`src/rtl/multi_channel_watchdog.sv`:
```
// multi_channel_watchdog: NUM_CH independent heartbeat watchdogs with warning, trip, trip counters and a merged fault summary
module multi_channel_watchdog #(
    parameter int NUM_CH         = 4,
    parameter int CNT_W          = 32,
    parameter int WARN_CYCLES    = 8,
    parameter int TIMEOUT_CYCLES = 12,
    parameter int STICKY         = 1,
    parameter int TRIP_CNT_W     = 8
) (
    input  logic                         clk,
    input  logic                         rstn,
    input  logic [NUM_CH-1:0]            enable,
    input  logic [NUM_CH-1:0]            heartbeat,
    input  logic [NUM_CH-1:0]            force_trip,
    input  logic [NUM_CH-1:0]            clear,
    output logic [NUM_CH-1:0]            warning,
    output logic [NUM_CH-1:0]            triggered,
    output logic [NUM_CH-1:0]            trip_pulse,
    output logic [NUM_CH*TRIP_CNT_W-1:0] trip_count,
    output logic                         sys_fault,
    output logic [$clog2(NUM_CH)-1:0]    fault_ch
);
    typedef enum logic [1:0] {DISABLED, RUNNING, WARNING, TRIGGERED} state_t;

    for (genvar i = 0; i < NUM_CH; i++) begin : g_ch
        state_t                state, nxt;
        logic [CNT_W-1:0]      cnt, cnt_nxt, cnt_inc;
        logic [TRIP_CNT_W-1:0] tcnt;
        logic                  pulse;
        logic                  entry;

        // next-state selection in priority order: force, clear, enable, heartbeat, count
        always_comb begin
            cnt_inc = cnt + 1'b1;
            nxt     = state;
            cnt_nxt = cnt;
            if (force_trip[i])
                nxt = TRIGGERED;
            else if (state == TRIGGERED) begin
                if (clear[i]) begin
                    nxt     = enable[i] ? RUNNING : DISABLED;
                    cnt_nxt = '0;
                end else if (STICKY == 0 && !enable[i])
                    nxt = DISABLED;
                else if (STICKY == 0 && heartbeat[i]) begin
                    nxt     = RUNNING;
                    cnt_nxt = '0;
                end
            end else if (!enable[i] || state == DISABLED || heartbeat[i]) begin
                nxt     = enable[i] ? RUNNING : DISABLED;
                cnt_nxt = '0;
            end else begin
                cnt_nxt = cnt_inc;
                nxt     = cnt_inc == CNT_W'(TIMEOUT_CYCLES) ? TRIGGERED :
                          cnt_inc == CNT_W'(WARN_CYCLES)    ? WARNING   : state;
            end
        end

        assign entry = nxt == TRIGGERED && state != TRIGGERED;

        // channel state, idle counter, entry pulse and saturating trip counter
        always_ff @(posedge clk or negedge rstn) begin
            if (!rstn) begin
                state <= DISABLED;
                cnt   <= '0;
                tcnt  <= '0;
                pulse <= 1'b0;
            end else begin
                state <= nxt;
                cnt   <= cnt_nxt;
                pulse <= entry;
                tcnt  <= entry && !(&tcnt) ? tcnt + 1'b1 : tcnt;
            end
        end

        assign warning[i]                          = state == WARNING;
        assign triggered[i]                        = state == TRIGGERED;
        assign trip_pulse[i]                       = pulse;
        assign trip_count[i*TRIP_CNT_W +: TRIP_CNT_W] = tcnt;
    end

    assign sys_fault = |triggered;

    // lowest-index tripped channel wins
    always_comb begin
        fault_ch = '0;
        for (int j = NUM_CH - 1; j >= 0; j--)
            fault_ch = triggered[j] ? ($clog2(NUM_CH))'(j) : fault_ch;
    end
endmodule

```
`config.mk`:
```
export PLATFORM = sky130hd
export DESIGN_NAME = multi_channel_watchdog
export DESIGN_NICKNAME = d
export VERILOG_FILES = /design/src/rtl/multi_channel_watchdog.sv
export SDC_FILE = /design/constraint.sdc
export NUM_CORES = 1
export LEC_CHECK = 0
export ABC_AREA = 1
export CAP_MARGIN = 25
export CORE_MARGIN = 2
export CORE_UTILIZATION = 30
export CTS_CLUSTER_DIAMETER = 150
export DETAILED_ROUTE_END_ITERATION = 7
export HOLD_SLACK_MARGIN = 0.15
export PLACE_DENSITY_LB_ADDON = 0.25
export SETUP_SLACK_MARGIN = 0.4
export SLEW_MARGIN = 0
export SYNTH_ARGS = -nofsm -noshare
export SYNTH_HDL_FRONTEND = slang
export SYNTH_SLANG_ARGS = --single-unit
```
`constraint.sdc`:
```
create_clock -name clk -period 4.3 [get_ports clk]
set_input_delay 0.43 -clock clk [delete_from_list [all_inputs] [get_ports clk]]
set_output_delay 0.43 -clock clk [all_outputs]
set_load 0.01 [all_outputs]
```
Word level (Yosys, flattened, before mapping):

Index checks and enable logic that the tools add are counted.

* register bits: 172
* bits of input ports: 18
* output and inout bits: 47
* logic and storage cells: 137

* add/sub/neg operators: 8
* equal/unequal tests: 28
* mux-type cells: 44
* bitwise gates (word level): 4
* reduce and logical (&&, ||, !) cells: 37

Operators with widths (number)
* 32-bit two-way mux: 12
* 32-bit by 4-bit == test with 1-bit output (second input constant): 8
* 32-bit by 1-bit adder with 32-bit output (second input constant): 4
* 2-bit two-way mux: 28
* 8-bit by 1-bit adder with 8-bit output (second input constant): 4
* 8-bit AND reduction: 4
* 2-bit == test (second input constant): 12
* 2-bit inequality test (second input constant): 8
* 1-bit logical AND: 8
* 1-bit logical NOT: 8
* 2-bit logical NOT: 4
* 1-bit logical OR: 8
* 2-bit AND reduction: 4
* 1-bit two-way mux: 4
* 1-bit NOT: 4
* 4-bit OR reduction: 1

Depth between registers and ports, before layout:

* word-level depth: 10
* gate-level depth with buffers: 19

Worst setup path before layout:

No wires, ideal clock.

* kind: register -> register
* start point: register g_ch[1].cnt[1]
* end point: register g_ch[1].tcnt[3]
* library setup time: 0.119 ns
* arrival time: 2.253 ns
* data required time: 4.181 ns
* setup slack: 1.928 ns
* stages on the path, launching flop included: 19
* buffers on the path: 0
* period minus slack after synthesis: 2.372 ns
* cell sequence: dfrtp_1 -> ha_1 -> nand2_2 -> nor2_4 -> nand2_2 -> nor2_4 -> nand2_1 -> nand2_1 -> nand2_1 -> nor2_1 -> nand2_1 -> nor2_2 -> nand3_1 -> nand3_2 -> nand2_2 -> a21oi_4 -> nand3_4 -> nand2_1 -> nand2_1

* word-level cells in the longest chain between the ends: 10
* elaborated cells on any way between the ends: 11
* classes of those cells: add/sub (1); eq/ne (3); mux (5); reduce/logical (2)

RTL lines
* start: declaration: line 27 `logic [CNT_W-1:0] cnt, cnt_nxt, cnt_inc;`
* start signal: assignment: line 70 `cnt <= cnt_nxt;`
* 32-bit by 1-bit adder with 32-bit output *: line 34 `cnt_inc = cnt + 1'b1;`
* 32-bit by 4-bit == test with 1-bit output: line 55 `cnt_inc == CNT_W'(WARN_CYCLES) ? WARNING : state;`
* 2-bit two-way mux: line 55
* 2-bit two-way mux *: line 54 `nxt = cnt_inc == CNT_W'(TIMEOUT_CYCLES) ? TRIGGERED :`
* 2-bit two-way mux *: line 49 `end else if (!enable[i] || state == DISABLED || heartbeat[i]) begin`
* 2-bit two-way mux *: line 39 `else if (state == TRIGGERED) begin`
* 2-bit two-way mux *: line 37 `if (force_trip[i])`
* 2-bit == test *: line 59 `assign entry = nxt == TRIGGERED && state != TRIGGERED;`
* 1-bit logical AND *: line 59
* 1-bit logical AND *: line 72 `tcnt <= entry && !(&tcnt) ? tcnt + 1'b1 : tcnt;`
* end signal: assignment: line 72
* end: declaration: line 28 `logic [TRIP_CNT_W-1:0] tcnt;`

Mark *: on every way between the ends. The rest lies on a longest branch, timed or not.
A chain may end at the register's enable or synchronous reset.

Worst setup path after layout:

* start point: register g_ch[1].cnt[1]
* end point: register g_ch[1].tcnt[0]

Same word-level chain as after synthesis.

==> results.sh <==
export IMPL_rr_worst_depth=19
export IMPL_cts_root_buf="clkbuf_16"
export IMPL_cts_made_buffers=17
export IMPL_crit_type="flip-flop to flip-flop"
export IMPL_postSynth_asyncResetShare=1.00
export IMPL_avgViaCountPerCell=4.74
export IMPL_hp_class="flip-flop to flip-flop"
export IMPL_grt_pass1_wl_um=56700
export IMPL_die_w_um=202
export IMPL_yosysUniqueCellTypes=28
export IMPL_grt_overflow_total=0
export IMPL_layout_drive_gt1_share=0.0615
export IMPL_synthFlopType="dfrtp_1"
export IMPL_synthTopCellsByCount="nand2_1, nor2_1, inv_1"
export IMPL_core_area_mm2=0.0386
export IMPL_finalCritPeriodShare=0.704
export IMPL_p_sw_frac=0.310
export IMPL_antenna_left=0
export IMPL_cts_tree="done"
export IMPL_route_detailed_drc=0
export IMPL_p_int_mw=2.76
export IMPL_clkTransAtPathRegs_ns=0.07
export IMPL_grt_pass1_vias=11400
export IMPL_p_sw_mw=1.24
export IMPL_die_y_um=202
export IMPL_port_buffers=64
export IMPL_ir_drop_uv=251
export IMPL_holdBufCountCts=1
export IMPL_arrival_ns=3.42
export IMPL_finalSetupTns_ns=0
export IMPL_syn_area_per_cell_um2=6.45
export IMPL_hold_viol_final=0
export IMPL_rsz0062_at_grt="no"
export IMPL_seq_area_frac_synth=0.366
export IMPL_start_util=0.304
export IMPL_antenna_found_initial=0
export IMPL_post_cts_buffers=0
export IMPL_routabilityCongestion=0.906
export IMPL_ys_warn_count=0
export IMPL_cts_resized=0
export IMPL_grt_start_max_net_pins=96
export IMPL_maxCapViolations=0
export IMPL_dr_first_iter_drc_count=700
export IMPL_clock_latency_ns=0.45
export IMPL_synth_top_area_frac=0.366
export IMPL_final_cell_area_mm2=0.0136
export IMPL_htreeDepth=4
export IMPL_firstDrtPassIters=5
export IMPL_num_rows=72
export IMPL_leakage_nw=5.92
export IMPL_maxSlewViolCount=0
export IMPL_hold_depth=2
export IMPL_critPathCaptureType="flip-flop"
export IMPL_skew_ns=0.0180
export IMPL_final_nets=1918
export IMPL_diodes=0
export IMPL_clock_sinks=172
export IMPL_synth_nets=1852
export IMPL_cts_buffer_depth=2
export IMPL_area_delta_synth_final_pct=15.4
export IMPL_netlist_area_mm2=0.0118
export IMPL_worst_pin_slew_ns=0.836
export IMPL_wl_um=33600
export IMPL_synth_cells=1823
export IMPL_pwr_share_comb=0.164
export IMPL_status="complete, no violations"
export IMPL_crit_required_ns=4.69
export IMPL_relSlewSlack=0.443
export IMPL_min_period_ns=3.03
export IMPL_synthTopCellsByArea="dfrtp_1, nand2_1, nor2_1"
export IMPL_postPlaceCellArea_mm2=0.0130
export IMPL_setup_viol=0
export IMPL_yosysTopAreaCell="dfrtp_1"
export IMPL_dpl_hpwl_um=25100
export IMPL_grt_usage=0.170
export IMPL_num_vias=11500
export IMPL_start_kind="flip-flop"
export IMPL_yosysMostFrequentCell="nand2_1"
export IMPL_synth_seq_cells=172
export IMPL_pwr_share_clk=0.374
export IMPL_die_area_mm2=0.0408
export IMPL_fmax_mhz=330
export IMPL_p_per_area_mw_per_mm2=294
export IMPL_wl_per_cell_um=13.9
export IMPL_synth_edf_count=0
export IMPL_path_max_fanout=11
export IMPL_power_frac_seq=0.462
export IMPL_num_io_pins=65
-- final cells by class --
type                            instances  area, µm²
Clock buffer                           19        433
Clock inverter                         13        111
Fill cell                            4093      25100
Inverter                              206        773
Multi-Input combinational cell       1415       6560
Sequential cell                       172       4300
Tap cell                              518        648
Timing Repair Buffer                   77        744
-- critical path, stage by stage (launching register included) --
cell     delay [ns]
dfrtp_1        0.44
ha_1           0.31
nand2_2        0.10
nor2_4         0.16
nand2_2        0.15
nor2_1         0.23
nand2_1        0.08
nand2_1        0.06
nand2_1        0.07
nor2_1         0.09
nand2_1        0.07
nor2_2         0.21
nand3_1        0.15
nand2_1        0.08
nand3_1        0.06
nand2_1        0.06
nand2_1        0.27
nand3_4        0.25
nand2_1        0.07
nand2_1        0.06
-- layer usage --
metal / track usage / vias up / wire, µm
met5: 0 / - / 0
met4: 0.0530 / 0 / 627
met1: 0.221 / 5312 / 15600
li1: - / 5924 / -
met3: 0.0327 / 29 / 1500
met2: 0.286 / 211 / 16000
-- state kept, by name, summed over array words and instances, names as in the netlist --
| signal | count |
|---|---|
| g_ch.pulse | 4 |
| g_ch.tcnt | 32 |
| g_ch.cnt | 128 |
| g_ch.state | 8 |
-- cell usage in the layout, fill, tap and decap left out, types with 4 or more instances in the layout --
master | netlist | final
nand2_1 | 692 | 692
nor2_1 | 246 | 242
inv_1 | 204 | 204
dfrtp_1 | 172 | 172
nand3_1 | 132 | 132
o21ai_0 | 129 | 129
clkdlybuf4s50_1 | 0 | 63
nand4_1 | 45 | 45
xor2_1 | 29 | 29
o22ai_1 | 25 | 25
nor2_2 | 19 | 23
nand2_2 | 17 | 17
clkbuf_16 | 0 | 17
nor2_4 | 16 | 16
nor3_1 | 14 | 14
buf_4 | 4 | 12
ha_1 | 11 | 11
xnor2_1 | 9 | 9
nand3b_1 | 7 | 7
nand3_2 | 5 | 5
inv_6 | 0 | 5
nor3b_1 | 4 | 4
a21oi_4 | 4 | 4
-- worst paths after layout --
check / from / slack, ns / endpoint
max: g_ch[1].cnt[1] / 1.27 / g_ch[1].tcnt[0]
max reg2reg: g_ch[1].cnt[1] / 1.27 / g_ch[1].tcnt[0]
min reg2reg: g_ch[2].tcnt[4] / 0.55 / g_ch[2].tcnt[4]
min in group asynchronous: rstn / 0.64 / g_ch[3].tcnt[4]
min: g_ch[2].tcnt[4] / 0.55 / g_ch[2].tcnt[4]
max in group asynchronous: rstn / 2.72 / g_ch[2].cnt[14]
-- cells by family after synthesis --
group / after synthesis / synth area share
and+or+nand+nor: 1204 / 0.440
buffers and inverters: 236 / 0.0771
DFF: 172 / 0.366
AOI/OAI and AO/OA: 162 / 0.0764
xor gates and xnor gates: 38 / 0.0283
adders and majority gates: 11 / 0.0117
-- per-stage QoR --
stage | hold WS (ns) | power, mW | std cells | worst slack [ns] | utilization
floorplan | 0.134 | 2.17 | 1823 | 1.93 | -
global placement | 0.523 | 2.53 | 2386 | 1.41 | 0.337
detailed placement | 0.532 | 2.54 | 2386 | 1.33 | 0.337
CTS | 0.554 | 4.05 | 2419 | 1.31 | 0.351
global route | 0.571 | 4.21 | 2420 | 0.983 | 0.351
finish | 0.550 | 4.00 | 2420 | 1.27 | 0.351
-- power by group through the flow --
stage	Clock [mW]	Sequential (mW)	Combinational, mW
after floorplan	0	1.87	0.291
after CTS	1.54	1.85	0.666
after global routing	1.61	1.87	0.730
after global placement	0	1.88	0.658
final	1.50	1.84	0.656
after detailed placement	0	1.87	0.663
Note: power is estimated with default switching activity, not from simulation.
